===== src/rtl/bringup_reset_seq_pkg.sv =====
// Shared types for the bring-up reset sequencer: FSM encoding, LED bit map
// and the helper that builds the status LED pattern.
package bringup_reset_seq_pkg;

  typedef enum logic [1:0] {
    ST_HOLD  = 2'd0,
    ST_WAIT  = 2'd1,
    ST_DONE  = 2'd2,
    ST_ERROR = 2'd3
  } state_t;

  localparam int LED_HB       = 0;
  localparam int LED_READY    = 1;
  localparam int LED_ERROR    = 2;
  localparam int LED_IN_RESET = 3;

  localparam int ERR_STAGE_W = 3;

  // Heartbeat: slow blink when done, fast blink while sequencing, steady on error.
  function automatic logic [3:0] led_pattern(input state_t st, input logic hb_slow,
                                             input logic hb_fast, input logic ready,
                                             input logic err, input logic in_reset);
    logic [3:0] led;
    led               = '0;
    led[LED_READY]    = ready;
    led[LED_ERROR]    = err;
    led[LED_IN_RESET] = in_reset;
    case (st)
      ST_DONE:  led[LED_HB] = hb_slow;
      ST_ERROR: led[LED_HB] = 1'b1;
      default:  led[LED_HB] = hb_fast;
    endcase
    return led;
  endfunction

endpackage


===== src/rtl/bringup_reset_seq_if.sv =====
// Control/status bundle between the reset sequencer and the board-level logic.
interface bringup_reset_seq_if #(
  parameter int NUM_STAGES = 4
);
  import bringup_reset_seq_pkg::*;

  // ext_reset_req is a one-cycle request with no back-pressure: it is acted on
  // at the next sys_clk edge. All status signals are registered in the sequencer.
  logic                   ext_reset_req;
  logic [NUM_STAGES-1:0]  stage_ready;
  logic [NUM_STAGES-1:0]  stage_reset_n;
  logic                   all_ready;
  logic                   seq_error;
  logic [ERR_STAGE_W-1:0] err_stage;
  logic [3:0]             status_led;
  state_t                 dbg_state;

  modport master (
    output ext_reset_req, stage_ready,
    input  stage_reset_n, all_ready, seq_error, err_stage, status_led, dbg_state
  );

  modport slave (
    input  ext_reset_req, stage_ready,
    output stage_reset_n, all_ready, seq_error, err_stage, status_led, dbg_state
  );

endinterface


===== src/rtl/bringup_sync2.sv =====
// Two-flop synchroniser for asynchronous level inputs, reset to zero.
module bringup_sync2 #(
  parameter int W = 1
) (
  input  logic         clk,
  input  logic         rst,
  input  logic [W-1:0] d,
  output logic [W-1:0] q
);

  logic [W-1:0] meta;

  always_ff @(posedge clk or posedge rst) begin
    if (rst) begin
      meta <= '0;
      q    <= '0;
    end else begin
      meta <= d;
      q    <= meta;
    end
  end

endmodule


===== src/rtl/bringup_reset_seq.sv =====
// Power-on reset sequencer: releases reset domains in order, waits for each to
// report ready, flags a sticky error on timeout or ready drop, drives status LEDs.
module bringup_reset_seq
  import bringup_reset_seq_pkg::*;
#(
  parameter int NUM_STAGES     = 4,
  parameter int HOLD_CYCLES    = 256,
  parameter int TIMEOUT_CYCLES = 65536,
  parameter int CNT_W          = 17,
  parameter int HB_W           = 32,
  parameter int HB_BIT         = 24
) (
  input logic               sys_clk,
  input logic               sys_reset,
  bringup_reset_seq_if.slave bus
);

  state_t                 state, state_nx;
  logic [ERR_STAGE_W-1:0] idx, idx_nx;
  logic [CNT_W-1:0]       cnt, cnt_nx;
  logic [NUM_STAGES-1:0]  rst_n_q, rst_n_nx;
  logic                   all_ready_q, all_ready_nx;
  logic                   seq_error_q, seq_error_nx;
  logic [ERR_STAGE_W-1:0] err_stage_q, err_stage_nx;
  logic [3:0]             led_q, led_nx;
  logic [HB_W-1:0]        hb, hb_nx;

  logic [NUM_STAGES-1:0]  rdy_s;
  logic [NUM_STAGES-1:0]  idx_oh;
  logic                   rdy_cur;
  logic                   last_stage;
  logic [ERR_STAGE_W-1:0] low_zero;

  bringup_sync2 #(.W(NUM_STAGES)) u_sync (
    .clk (sys_clk),
    .rst (sys_reset),
    .d   (bus.stage_ready),
    .q   (rdy_s)
  );

  assign idx_oh     = NUM_STAGES'(1) << idx;
  assign rdy_cur    = |(rdy_s & idx_oh);
  assign last_stage = (idx == ERR_STAGE_W'(NUM_STAGES - 1));
  assign hb_nx      = hb + HB_W'(1);

  always_comb begin
    low_zero = '0;
    for (int i = NUM_STAGES - 1; i >= 0; i--) begin
      if (!rdy_s[i]) low_zero = ERR_STAGE_W'(i);
    end
  end

  always_comb begin
    state_nx     = state;
    idx_nx       = idx;
    cnt_nx       = cnt;
    rst_n_nx     = rst_n_q;
    all_ready_nx = all_ready_q;
    seq_error_nx = seq_error_q;
    err_stage_nx = err_stage_q;
    if (bus.ext_reset_req) begin
      // Restart beats any ready/timeout/drop event in the same cycle.
      state_nx     = ST_HOLD;
      idx_nx       = '0;
      cnt_nx       = '0;
      rst_n_nx     = '0;
      all_ready_nx = 1'b0;
      seq_error_nx = 1'b0;
    end else begin
      case (state)
        ST_HOLD: begin
          if (cnt == CNT_W'(HOLD_CYCLES - 1)) begin
            rst_n_nx = rst_n_q | idx_oh;
            cnt_nx   = '0;
            state_nx = ST_WAIT;
          end else begin
            cnt_nx = cnt + CNT_W'(1);
          end
        end
        ST_WAIT: begin
          if (rdy_cur) begin
            if (last_stage) begin
              state_nx     = ST_DONE;
              all_ready_nx = 1'b1;
            end else begin
              idx_nx   = idx + ERR_STAGE_W'(1);
              cnt_nx   = '0;
              state_nx = ST_HOLD;
            end
          end else if (cnt == CNT_W'(TIMEOUT_CYCLES - 1)) begin
            state_nx     = ST_ERROR;
            seq_error_nx = 1'b1;
            err_stage_nx = idx;
            rst_n_nx     = rst_n_q & ~idx_oh;
          end else begin
            cnt_nx = cnt + CNT_W'(1);
          end
        end
        ST_DONE: begin
          if (!(&rdy_s)) begin
            state_nx     = ST_ERROR;
            seq_error_nx = 1'b1;
            err_stage_nx = low_zero;
            all_ready_nx = 1'b0;
          end
        end
        default: ;
      endcase
    end
    led_nx = led_pattern(state_nx, hb_nx[HB_BIT], hb_nx[HB_BIT-2], all_ready_nx,
                         seq_error_nx, ~&rst_n_nx);
  end

  always_ff @(posedge sys_clk or posedge sys_reset) begin
    if (sys_reset) begin
      state       <= ST_HOLD;
      idx         <= '0;
      cnt         <= '0;
      rst_n_q     <= '0;
      all_ready_q <= 1'b0;
      seq_error_q <= 1'b0;
      err_stage_q <= '0;
      led_q       <= 4'b1000;
      hb          <= '0;
    end else begin
      state       <= state_nx;
      idx         <= idx_nx;
      cnt         <= cnt_nx;
      rst_n_q     <= rst_n_nx;
      all_ready_q <= all_ready_nx;
      seq_error_q <= seq_error_nx;
      err_stage_q <= err_stage_nx;
      led_q       <= led_nx;
      hb          <= hb_nx;
    end
  end

  assign bus.stage_reset_n = rst_n_q;
  assign bus.all_ready     = all_ready_q;
  assign bus.seq_error     = seq_error_q;
  assign bus.err_stage     = err_stage_q;
  assign bus.status_led    = led_q;
  assign bus.dbg_state     = state;

endmodule


===== src/flat_wrapper.sv =====
// flat-port wrapper written by rule: the top's interface ports become plain ports
module bringup_reset_seq_flat import bringup_reset_seq_pkg::*;
#(
  parameter int NUM_STAGES     = 4,
  parameter int HOLD_CYCLES    = 256,
  parameter int TIMEOUT_CYCLES = 65536,
  parameter int CNT_W          = 17,
  parameter int HB_W           = 32,
  parameter int HB_BIT         = 24
)
  (sys_clk, sys_reset, bus_ext_reset_req, bus_stage_ready, bus_stage_reset_n, bus_all_ready, bus_seq_error, bus_err_stage, bus_status_led, bus_dbg_state);
  bringup_reset_seq_if #(.NUM_STAGES(NUM_STAGES)) bus_i ();
  input logic sys_clk;
  input logic sys_reset;
  input wire logic [$bits(bus_i.ext_reset_req)-1:0] bus_ext_reset_req;
  input wire logic [$bits(bus_i.stage_ready)-1:0] bus_stage_ready;
  output wire logic [$bits(bus_i.stage_reset_n)-1:0] bus_stage_reset_n;
  output wire logic [$bits(bus_i.all_ready)-1:0] bus_all_ready;
  output wire logic [$bits(bus_i.seq_error)-1:0] bus_seq_error;
  output wire logic [$bits(bus_i.err_stage)-1:0] bus_err_stage;
  output wire logic [$bits(bus_i.status_led)-1:0] bus_status_led;
  output wire logic [$bits(bus_i.dbg_state)-1:0] bus_dbg_state;
  assign bus_i.ext_reset_req = bus_ext_reset_req;
  assign bus_i.stage_ready = bus_stage_ready;
  assign bus_stage_reset_n = bus_i.stage_reset_n;
  assign bus_all_ready = bus_i.all_ready;
  assign bus_seq_error = bus_i.seq_error;
  assign bus_err_stage = bus_i.err_stage;
  assign bus_status_led = bus_i.status_led;
  assign bus_dbg_state = bus_i.dbg_state;
  bringup_reset_seq #(.NUM_STAGES(NUM_STAGES), .HOLD_CYCLES(HOLD_CYCLES), .TIMEOUT_CYCLES(TIMEOUT_CYCLES), .CNT_W(CNT_W), .HB_W(HB_W), .HB_BIT(HB_BIT)) u_core (.sys_clk(sys_clk), .sys_reset(sys_reset), .bus(bus_i));
endmodule

===== config.mk =====
export PLATFORM = sky130hd
export DESIGN_NAME = bringup_reset_seq_flat
export DESIGN_NICKNAME = d
export VERILOG_FILES = /design/src/rtl/bringup_reset_seq_pkg.sv /design/src/rtl/bringup_reset_seq_if.sv /design/src/rtl/bringup_sync2.sv /design/src/rtl/bringup_reset_seq.sv /design/src/flat_wrapper.sv
export SDC_FILE = /design/constraint.sdc
export NUM_CORES = 1
export LEC_CHECK = 0
export ABC_AREA = 1
export ABC_CLOCK_PERIOD_IN_PS = 2050
export CORE_MARGIN = 2
export CORE_UTILIZATION = 30
export DETAILED_ROUTE_END_ITERATION = 8
export PLACE_DENSITY = 0.49
export SYNTH_ARGS = -nofsm -noshare
export SYNTH_HDL_FRONTEND = slang
export SYNTH_SLANG_ARGS = --single-unit

===== constraint.sdc =====
create_clock -name sys_clk -period 2.05 [get_ports sys_clk]
set_clock_uncertainty 0.1 [all_clocks]
set_input_delay 0.41 -clock sys_clk [delete_from_list [all_inputs] [get_ports sys_clk]]
set_output_delay 0.41 -clock sys_clk [all_outputs]
set_load 0.01 [all_outputs]

* After elaboration in Yosys (flattened, before gate mapping) *
Index checks and enable logic that the tools add are counted.

operators by class
  bitwise logic cells = 5
  muxes and demuxes = 41
  reduce and logical (&&, ||, !) cells = 12
  $add $sub $neg = 3
  eq/ne operators = 13
  shifts and indexed selects = 1

operator list
  cell                                                   count
  2-to-1 mux 17 bit                                      5
  case mux 17 bit (2 select lines)                       1
  adder 32 x 1 -> 32 bit, second input constant          1
  2-to-1 mux 3 bit                                       7
  2-to-1 mux 2 bit                                       10
  adder 17 x 1 -> 17 bit, second input constant          1
  equality test 17 x 16 -> 1 bit, second input constant  1
  equality test 17 x 8 -> 1 bit, second input constant   1
  2-to-1 mux 4 bit                                       4
  AND 4 bit                                              2
  2-to-1 mux 1 bit                                       8
  case mux 4 bit (2 select lines)                        1
  AND reduction 4 bit                                    2
  equality test 2 bit, second input constant             3
  inequality test 2 bit, second input constant           3
  case mux 1 bit (2 select lines)                        3
  case mux 2 bit (3 select lines)                        1
  case mux 3 bit (2 select lines)                        1
  AND reduction 3 bit                                    2
  nonzero test 2 bit                                     3
  AND reduction 5 bit                                    1
  inequality test 4 x 3 -> 1 bit, second input constant  1
  inequality test 4 bit, second input constant           1
  NOT 4 bit                                              1
  other kinds (11)                                       11

word-level totals
  bits in registers = 75
  input port bits = 7
  logic and storage cells = 86

* Longest topological paths before layout *
  depth after elaboration = 9
  mapped depth = 14
  gate-level depth less buffers = 14

* Cells and area by module *
A second synthesis with hierarchy kept.

unflattened totals
  cell total of the unflattened synthesis = 448
  area, all modules = 3656.0 um^2

modules (own cells, without submodules)
  module             area each (um^2)  times used  cells an instance  seq. area each (um^2)
  bringup_reset_seq  3452.1            1           439                1452.6
  bringup_sync2      203.9             1           9                  200.2

* Least setup slack after synthesis *
Ideal clock, no wire load.

  path kind = register to register
  start = register u_core.cnt[0]
  end = register u_core.err_stage_q[2] (netlist: u_core.bus.err_stage[2])
  cell stages (with the launch flop) = 11
  library setup time = 0.083 ns
  slack = -0.098 ns
  arrival time = 1.966 ns
  path buffers = 0
  period minus slack after synthesis = 2.148 ns
  data required time = 1.867 ns
  cells stage by stage = dfrtp_1 -> ha_1 -> nand2_1 -> nor2_1 -> nand2_1 -> nor4_1 -> ha_1 -> nor2_1 -> nor4_4 -> nand3_1 -> o21ai_0

on the way
  longest elaborated chain between the ends = 3

RTL lines
  item                                             line                      RTL
  start: declaration                               bringup_reset_seq.sv:20   logic [CNT_W-1:0] cnt, cnt_nx;
  start signal: assignment                         bringup_reset_seq.sv:128  cnt <= cnt_nx;
  equality test 17 x 16 -> 1 bit                   bringup_reset_seq.sv:90   end else if (cnt == CNT_W'(TIMEOUT_CYCLES - 1)) begin
  inequality test 2 x 1 -> 1 bit (no source line)  -
  AND reduction 5 bit (no source line)             -
  end signal: assignment                           bringup_reset_seq.sv:132  err_stage_q <= err_stage_nx;
  end: declaration                                 bringup_reset_seq.sv:24   logic [ERR_STAGE_W-1:0] err_stage_q, err_stage_nx;

Every way passes these cells.
A chain may end at the register's enable or synchronous reset.

* Final worst setup path *
  start = register u_core.cnt[1]
  end = register u_core.cnt[7]

on the way
  longest elaborated chain between the ends = 5

RTL lines
  item                              line                                              RTL
  adder 17 x 1 -> 17 bit            bringup_reset_seq.sv:77, bringup_reset_seq.sv:96
  2-to-1 mux 17 bit                 bringup_reset_seq.sv:90
  2-to-1 mux 17 bit                 bringup_reset_seq.sv:81                           if (rdy_cur) begin
  case mux 17 bit (2 select lines)  bringup_reset_seq.sv:70                           case (state)
  2-to-1 mux 17 bit                 bringup_reset_seq.sv:61                           if (bus.ext_reset_req) begin

Parallel ways exist; a longest one is shown, timed or not. The select of a mux whose other input is x is not followed.

==> run metrics <==
CTS buffer count=9; routability cong.=0.850; initial antenna violation count=0; Synth area leader=dfrtp_1; syn_nets=454; CP Data Required Time=2170 ps; Post-Synth Adder-Cell Area=4.39%; Antenna Cells=0; first-pass GRT wire length=14800 um; slowest stage delay, CP=350 ps; Pleak=2.26 nW; Via density=4.67; htree depth=3; Setup crit end kind=register; CP max FO=8; path type of the worst setup path=reg -> reg; Min-Delay Path Class=reg -> reg; Fmax=469 MHz; Final setup viols=18; sequential fraction of the synthesis area=44.6%; area share of the largest cell type after synthesis=43.9%; critical path, cell by cell=ha_2 > nand2_2 > nor2_4 > nand2_2 > nor4_4 > ha_2 > nand3_2 > nand3_4 > nand2_8 > buf_12 > a21oi_2 > nor2_1; RR Endpoint=u_core.cnt[7]; RSZ-0062 raised after global routing=true; most numerous cell in the Yosys netlist=nand2_1; final global-route overflow total=0; minimum clock period=2130 ps; ys async rst share=100%; Vias=3100; hold path depth=0; cells after synthesis=434; cells on worst reg2reg path=12; Rel. slew slack=72.4%; CP arrival=2260 ps; XOR/XNOR share of the synthesized area=7.09%; share of cells above drive strength 1=25.9%; Mean Syn Cell Area=8.54 sq um; multiplexer area fraction after synthesis=0%; most common flop cell mapped by yosys=dfrtp_1; vias in the first global route=3084; most frequent cells after synthesis=86 x nand2_1, 65 x dfrtp_1, 44 x inv_1; worst r2r src=u_core.cnt[1]; Placeable Area=12000 sq um; pwr/cell area=657 nW/um^2; final hold slack=246 ps; CTS tree=built; Synth cell types=44; Slew @ Worst Pin=410 ps; Routed WL=8790 um; GR Util All Layers=14.3%; Fin Setup TNS=-627 ps; top cells by area, synth=dfrtp_1 44%, nand2_1 8.7%, nand3_1 5.3%; Clk Latency, worst-skew pair=330 ps; fin worst setup slack=-83.1 ps; post-route ant nets=0; Slew Viols, Final=0; Hold Violations, Final=0; clock buffer depth=2; synthesis-stage register bit count=66; FP Rows=40; Final Cycle Share=104%; EDFF count, synth=0; failing checks=negative setup slack; Root Buffer=clkbuf_16; first-pass iteration count of the detailed router=4; hold path start=u_core.u_sync.meta[2]; Post-Syn Area=3710 sq um; DR iter-0 viols=185; Starting Density=30.9%; Die ar.=13300 sq um; Yosys Warn Count=0; clock-pin slew on the worst setup and hold paths=60 ps; slowest stage cell, crit path=dfrtp_1; Top Ports=22; main combinational cell family by area after synthesis=simple AND/OR/NAND/NOR gates; number of remaining DRC errors=0; complex-gate fraction of the synthesized area=8.54%; die width=115 um; WHS Endpoint=u_core.u_sync.q[2]; Post-Synth Simple-Gate Area=28.3%; Layout area overhead=35.1%; VDD IR-drop max=0.000442 V; pin count of the biggest net entering global routing=41; # clock sinks=66; nets=532; Die Span Y=115 um; I/O Buffers=21; dpl hpwl=6590 um; max-cap violations=0; Routed WL per cell=13.2 um; run status=finished, violations left; flop2flop setup slack=-80 ps; CP startpoint kind=register
[layout by cell type (no fill, tap or decap), types with 4 or more instances in the layout]
master / Yosys / layout
nand3_2: 6 / 13
xor2_1: 18 / 18
inv_1: 44 / 40
o21ai_0: 9 / 7
clkdlybuf4s50_1: 0 / 21
o21ai_1: 14 / 11
nand2_1: 86 / 82
buf_4: 3 / 49
nor2_2: 5 / 5
xnor2_1: 12 / 12
nand3_1: 39 / 31
nand4_1: 12 / 12
a21oi_1: 19 / 16
o21ai_2: 0 / 5
clkbuf_16: 0 / 10
dfrtp_1: 65 / 65
a21oi_2: 1 / 4
inv_2: 4 / 5
nor3_1: 5 / 5
ha_1: 13 / 9
nor2_1: 37 / 36
nand2_2: 2 / 5
[stage by stage]
step	total power, mW	instances	instance area, sq um	setup slack, ps	utilization [%]
after floorplan	1.49	434	3730	33.2	-
after global placement	1.61	640	4450	-127	37.0
after detailed placement	1.61	640	4450	-116	37.0
after CTS	3.34	662	4850	-16.2	40.4
after global routing	3.42	664	5010	-207	41.7
final	3.29	664	5010	-83.1	41.7
[power by group]
group	total, mW	switching [mW]	internal, mW	leakage [nW]
Clock	1.68	0.586	1.10	0.159
Combinational	0.268	0.148	0.120	1.23
Sequential	1.34	0.0140	1.32	0.876
Total	3.29	0.748	2.54	2.26
[cell families after synthesis]
logic type	Yosys count
AOI/OAI and AO/OA	56
xor gates and xnor gates	30
adders and majority gates	13
buffers and inverters	60
DFF	66
and+or+nand+nor	209
[cell type report]
| cell class | count | area (sq um) |
|---|---|---|
| Clock inverter | 6 | 90.1 |
| Inverter | 50 | 199 |
| Multi-Input combinational cell | 308 | 1940 |
| Clock buffer | 10 | 239 |
| Sequential cell | 66 | 1650 |
| Fill cell | 1228 | 7000 |
| Tap cell | 147 | 184 |
| Timing Repair Buffer | 77 | 701 |
[worst max-delay path by stage]
| stage | from | end | slack (ps) | cells past startpoint |
|---|---|---|---|---|
| 3_3_place_gp | u_core.idx[0] | u_core.bus.err_stage[2] | -130 | 10 |
| 4_1_cts | u_core.cnt[0] | u_core.cnt[7] | -20 | 12 |
| 6_report | u_core.cnt[1] | u_core.cnt[7] | -80 | 12 |
| 2_1_floorplan | u_core.cnt[0] | u_core.cnt[8] | 30 | 12 |
| 3_5_place_dp | u_core.idx[0] | u_core.cnt[1] | -120 | 11 |
| 5_1_grt | u_core.cnt[1] | u_core.cnt[8] | -210 | 12 |
[flip-flops by register name, indices dropped and copies added, names as in the netlist, 3 cells and up]
name,cells
u_core.bus.err_stage,3
u_core.bus.status_led,4
u_core.idx,3
u_core.bus.stage_reset_n,4
u_core.u_sync.q,4
u_core.hb,25
u_core.cnt,17
u_core.u_sync.meta,4
[layer usage]
layer	GRT usage, %	vias to the layer above	wire (um)
met5	0	-	0
met4	4.34	0	146
met3	3.80	12	315
met2	22.5	40	4060
met1	19.3	1473	4270
li1	-	1575	-
[critical path, delay by kind of cell (launching register included)]
kind                       cells  cell delay [ps]
AOI/OAI and AO/OA              1              110
adders and majority gates      2              440
buffers and inverters          1              160
DFF                            1              350
and+or+nand+nor                8              860
[timing repair]
action	4_1_cts	5_1_grt
hold buffers	0	0
buffers inserted	6	1
pin swaps	4	20
gates cloned	0	1
resized for setup	9	31
setup endpoints to repair	21	28
(Power assumes the default switching activity.)
